**config.mk**
```make
export PLATFORM = sky130hd
export DESIGN_NAME = if_stage
export DESIGN_NICKNAME = d
export VERILOG_FILES = /design/src/rtl/if_stage.sv
export SDC_FILE = /design/constraint.sdc
export NUM_CORES = 1
export LEC_CHECK = 0
export BUFFER_PORTS_ARGS = -buffer_cell sky130_fd_sc_hd__buf_2
export CORE_MARGIN = 2
export CORE_UTILIZATION = 53
export CTS_CLUSTER_SIZE = 40
export DETAILED_ROUTE_END_ITERATION = 7
export PLACE_DENSITY = 0.91
export SLEW_MARGIN = 15
export SYNTH_ARGS = -nofsm -noshare
export SYNTH_HDL_FRONTEND = slang
export SYNTH_SLANG_ARGS = --single-unit
```
**constraint.sdc**
```tcl
create_clock -name clk -period 5.3 [get_ports clk]
set_input_delay 0.53 -clock clk [delete_from_list [all_inputs] [get_ports clk]]
set_output_delay 0.53 -clock clk [all_outputs]
set_load 0.005 [all_outputs]
```
**src/rtl/if_stage.sv**
```systemverilog
// Instruction-fetch stage: owns the IF PC, issues fetches to a 1-cycle synchronous inst SRAM
// and holds the returned word while ID stalls, so nothing is lost or refetched.
module if_stage #(
  parameter logic [31:0] RESET_PC = 32'h1c000000
) (
  input  logic        clk,
  input  logic        resetn,
  input  logic        ds_allow_in,
  input  logic        br_taken_cancel,
  input  logic [31:0] br_target,
  output logic        inst_sram_en,
  output logic [3:0]  inst_sram_we,
  output logic [31:0] inst_sram_addr,
  input  logic [31:0] inst_sram_rdata,
  output logic        fs_to_ds_valid,
  output logic [31:0] fs_pc,
  output logic [31:0] fs_inst
);

  localparam logic [31:0] PC_STEP  = 32'd4;
  localparam logic [31:0] PC_RESET = RESET_PC - 32'd4;

  logic        pre_valid_r;
  logic        fs_valid_r;
  logic [31:0] fs_pc_r;
  logic [31:0] inst_buf_r;
  logic        inst_buf_valid_r;
  logic        rdata_fresh_r;

  logic [31:0] seq_pc_s;
  logic [31:0] next_pc_s;
  logic        fs_ready_go_s;
  logic        fs_allow_in_s;
  logic        fetch_s;
  logic        hold_s;

  // Next-PC selection and IF handshake terms.
  always_comb begin
    seq_pc_s      = fs_pc_r + PC_STEP;
    next_pc_s     = seq_pc_s;
    fs_ready_go_s = 1'b1;
    if (br_taken_cancel) begin
      next_pc_s = br_target;
    end else begin
      next_pc_s = seq_pc_s;
    end
    fs_allow_in_s = ~fs_valid_r | (fs_ready_go_s & ds_allow_in) | br_taken_cancel;
    fetch_s       = pre_valid_r & fs_allow_in_s;
    // Capture only a word that is still on the SRAM bus and not being squashed.
    hold_s        = fs_valid_r & rdata_fresh_r & ~ds_allow_in & ~br_taken_cancel;
  end

  // Output drive.
  always_comb begin
    inst_sram_en   = fetch_s;
    inst_sram_we   = 4'b0000;
    inst_sram_addr = next_pc_s;
    fs_to_ds_valid = fs_valid_r & fs_ready_go_s & ~br_taken_cancel;
    fs_pc          = fs_pc_r;
    if (inst_buf_valid_r) begin
      fs_inst = inst_buf_r;
    end else begin
      fs_inst = inst_sram_rdata;
    end
  end

  // Fetch-enable gate: opens on the first edge after reset release.
  always_ff @(posedge clk or negedge resetn) begin
    if (!resetn) begin
      pre_valid_r <= 1'b0;
    end else begin
      pre_valid_r <= 1'b1;
    end
  end

  // IF valid flag and PC.
  always_ff @(posedge clk or negedge resetn) begin
    if (!resetn) begin
      fs_valid_r <= 1'b0;
      fs_pc_r    <= PC_RESET;
    end else if (fetch_s) begin
      fs_valid_r <= 1'b1;
      fs_pc_r    <= next_pc_s;
    end else if (br_taken_cancel) begin
      fs_valid_r <= 1'b0;
      fs_pc_r    <= fs_pc_r;
    end else begin
      fs_valid_r <= fs_valid_r;
      fs_pc_r    <= fs_pc_r;
    end
  end

  // Tracks whether the SRAM output currently belongs to fs_pc.
  always_ff @(posedge clk or negedge resetn) begin
    if (!resetn) begin
      rdata_fresh_r <= 1'b0;
    end else begin
      rdata_fresh_r <= fetch_s;
    end
  end

  // Stall hold buffer; any new fetch means the held word left IF or was squashed.
  always_ff @(posedge clk or negedge resetn) begin
    if (!resetn) begin
      inst_buf_r       <= 32'h0000_0000;
      inst_buf_valid_r <= 1'b0;
    end else if (fetch_s) begin
      inst_buf_r       <= inst_buf_r;
      inst_buf_valid_r <= 1'b0;
    end else if (hold_s) begin
      inst_buf_r       <= inst_sram_rdata;
      inst_buf_valid_r <= 1'b1;
    end else begin
      inst_buf_r       <= inst_buf_r;
      inst_buf_valid_r <= inst_buf_valid_r;
    end
  end

endmodule
```
Yosys cells after proc, flatten, opt, wreduce, memory -nomap -nowiden
Index checks and enable logic that the tools add are counted.
Widths: inputs -> output; s select.
{"block": "op_classes", "addsub": 1, "n_mul": 0, "div_mod_pow": 0, "n_lt_le_gt_ge": 0, "n_eq_ne": 0, "shifts": 0, "n_mux": 6, "bitwise": 11, "n_reduce_logical": 3}
{"op": "$mux 32", "n": 2}
{"op": "$add 32x3->32 const B", "n": 1}
{"op": "$and 1x1->1", "n": 5}
{"op": "$mux 1", "n": 4}
{"op": "$not 1->1", "n": 4}
{"op": "$reduce_bool 2->1", "n": 2}
{"op": "$or 1x1->1", "n": 2}
{"op": "$reduce_and 2->1", "n": 1}
{"block": "totals", "register_bits": 68, "latchBits": 0, "ramBits": 0, "rom_bits": 0, "input_bits": 68, "mem_count": 0}

Logic depth before layout (Yosys ltp)
{"block": "depth", "ltp_word": 6, "mapped_depth": 8}

Least setup slack after synthesis
OpenSTA, ideal clock, no wires.
{"block": "synth_timing", "kind": "register to output", "from": "reg fs_pc_r[5], in the netlist fs_pc[5]", "to": "out inst_sram_addr[19]", "arrival_time_ns": 1.884, "path_slack_ns": 2.886, "path_stages_with_launch": 7, "n_path_buf": 1, "path_cell_list": "dfstp_2 -> nand4_2 -> or3_1 -> buf_6 -> or4_4 -> nand3_1 -> o211ai_1"}
{"block": "synth_via", "elab_chain_len": 2}
{"element": "start: declaration", "line": "25", "text": "logic [31:0] fs_pc_r;"}
{"element": "start signal: assignment", "line": "83", "text": "fs_pc_r <= next_pc_s;"}
{"element": "start signal: assignment", "line": "86", "text": "fs_pc_r <= fs_pc_r;"}
{"element": "start signal: assignment", "line": "89", "text": "fs_pc_r <= fs_pc_r;"}
{"element": "$add 32x3->32", "line": "39", "text": "seq_pc_s = fs_pc_r + PC_STEP;"}
{"element": "$mux 32", "line": "42", "text": "if (br_taken_cancel) begin"}
{"element": "end: declaration", "line": "13", "text": "output logic [31:0] inst_sram_addr,"}
Every way passes these cells.

Final worst setup path
{"block": "layout_timing", "from": "reg fs_pc_r[5], in the netlist fs_pc[5]", "to": "out inst_sram_addr[26]"}
The elaborated chain is that of the path after synthesis.

==> flow_summary.ini <==
[synth]
synth_top_area_frac = 0.245
synth_compound_area_frac = 0.117
yosys.area.top_type = dfrtp_1
yosys.area_share.simple = 0.176
synth_top_family_by_area = multiplexers
ys_warn_count = 0
synth_cells = 434
synthesis.area_um2 = 4280
synth-adder-area-share = 0.00292
seq_area_frac_synth = 0.405
synth_xor_area_frac = 0.0470
synth_edf_count = 0
ys.flop_type = dfrtp_1
synthMuxAreaShare = 0.208
synth_area_per_cell_um2 = 9.87
synth_seq_cells = 68
netlist-cell-type-count = 52
synthArstFlopShare = 1.00
synth_area_leaders = dfrtp_1 (25%), mux2_2 (21%), dfstp_2 (16%)

[cts]
ctsHtreeMaxLevel = 3
clk_pin_slew_worst_paths_ps = 80
clock-root-buffer = clkbuf_8
cts.sinks = 68
clockBufferDepth = 2
ctsHoldBuffers = 0
clock_latency_ps = 340
ctsResizeCount = 0
cts_setup_buffers = 0
tritoncts = done
numCtsBuffers = 9

[timing]
setup_violations = 0
relSlewSlack = 0.429
drv_slew = 0
skew_ps = 9.47
timing.fmax_ghz = 0.318
post-route-min-period_ps = 3140
hold_viol = 0
hold_ws_ps = 372
setup_slack_ps = 2160
fin_setup_tns_ps = 0
rsz0062_at_grt = no
worst_slew_pin_slew_ps = 857
finalCritPeriodShare = 0.593

[setup_path]
cpLargestDelayFamily = simple AND/OR/NAND/NOR gates
reg2reg_slack_ps = 3010
criticalPathCategory = reg2out
setup.worst_path.end_class = primary output
cpMaxStageDelayCell = dfstp_2
crit_chain = and4_1 > nand4_1 > nor4_1 > xor2_1 > mux2_2 > buf_2
critPathArrivalTime_ps = 2610
start_kind = register
rr_endpoint = fs_pc[24]
cp_num_buf_inv = 1
crit_required_ps = 4770
slowest_delay_ps = 620
crit_fanout = 8
regToRegStartpoint = fs_pc[5]
rr_worst_depth = 5

[min_path]
hp-class = in2async

[placed_design]
place_area_um2 = 5150
post-place-ws_ps = 2590
gp_congestion = 0.928
dp_hpwl_um = 8430
io_buffers = 165

[detailed_routing]
ant_nets = 0
finalWirelength_um = 11600
dr.pass1.iters = 5
dr_total_vias = 4015
drc = 0
wire_per_inst_um = 16.7
via_per_inst = 5.80
drtIter0Drc = 233

[die]
die_h_um = 93.9
core_um2 = 7770
dieArea_um2 = 8820
rows = 32
start_util = 0.551
die_w_um = 93.9
io_pins = 170

[run_status]
status = finished clean

[pwr]
p_leak_nw = 2.43
ir_drop_uv = 268
p_per_area_nw_per_um2 = 319

[job]
maxCapViolCount = 0

[final_layout]
final_common_cell = buf_2
layout-drive-gt1-share = 0.517
nNetsFinal = 654
diodes = 0
stdcell_area_um2 = 5400
final_cell_mix = buf_2 (165), mux2_2 (79), nand2_1 (47)
area_growth_pct = 26.0

[global_route]
grt_util_all_layers = 0.264
grt_max_degree = 69
antenna_found_initial = 0
first_global_vias = 3904
grt_pass1_wl_um = 18500
overflow = 0
-- how the worst max path moves through the flow --
| stage | from | end | slack (ps) | cells after the start |
|---|---|---|---|---|
| global route | fs_pc[5] | inst_sram_addr[25] | 1970 | 6 |
| detailed placement | fs_pc[5] | inst_sram_addr[26] | 2590 | 6 |
| global placement | br_taken_cancel | fs_pc[27] | 2610 | 8 |
| finish | fs_pc[5] | inst_sram_addr[26] | 2160 | 6 |
| CTS | fs_pc[5] | inst_sram_addr[26] | 2200 | 6 |
| floorplan | fs_pc[5] | inst_sram_addr[19] | 2890 | 6 |
-- Yosys cell counts (5+ instances only) --
library cell   n
a21oi_1       13
a31oi_1        6
and3_1         8
clkbuf_1      22
dfrtp_1       42
dfstp_2       26
inv_1          8
mux2_2        79
nand2_1       47
nand3_1       12
nand4_1        7
nor2_1        23
nor3_1        14
nor4_1         8
o21a_1         5
o21ai_0       20
or3_1          6
xnor2_1       15
xor2_1         8
-- worst register-to-register path: cells and delay by family (launching register included) --
family / cells / cell delay, ps
AO/OA/AOI/OAI: 2 / 380
flip-flops: 1 / 620
AND/OR/NAND/NOR: 3 / 1220
-- stage by stage --
stage / power (mW) / std cells / utilization
2_1_floorplan: 0.997 / 437 / -
3_3_place_gp: 1.17 / 676 / 0.663
3_5_place_dp: 1.20 / 676 / 0.663
4_1_cts: 1.73 / 692 / 0.695
5_1_grt: 1.82 / 692 / 0.695
6_report: 1.72 / 692 / 0.695
-- metal layers --
metal  vias to the layer above  track usage  wire (um)
li1                       1872            -          -
met1                      1889        0.326       4490
met2                       226        0.448       5780
met3                        28       0.0506       1020
met4                         0        0.120        288
met5                         -            0          0
-- where the power goes --
group	switching, mW	internal, mW	total, mW
logic	0.195	0.234	0.430
clock network	0.207	0.326	0.532
registers	0.110	0.651	0.761
total	0.512	1.21	1.72
-- flip-flops by register name, indices dropped and copies added, names as in the netlist --
| name | count |
|---|---|
| pre_valid_r | 1 |
| fs_pc | 32 |
| inst_buf_r | 32 |
| inst_buf_valid_r | 1 |
| fs_valid_r | 1 |
| rdata_fresh_r | 1 |
-- final cells by class --
| class | instances | area, um2 |
|---|---|---|
| Clock buffer | 10 | 138 |
| Clock inverter | 6 | 111 |
| Fill cell | 603 | 2370 |
| Inverter | 8 | 30.0 |
| Multi-Input combinational cell | 327 | 2380 |
| Sequential cell | 68 | 1740 |
| Tap cell | 102 | 128 |
| Timing Repair Buffer | 171 | 871 |
-- kinds of logic after synthesis --
logic type | after synthesis
AO/OA/AOI/OAI | 75
AND/OR/NAND/NOR | 144
other | 2
flip-flops | 68
adder cells (fa/ha/maj) | 1
buffers and inverters | 42
multiplexers | 79
XOR/XNOR | 23
No activity file was read; power rests on OpenSTA's default activity.
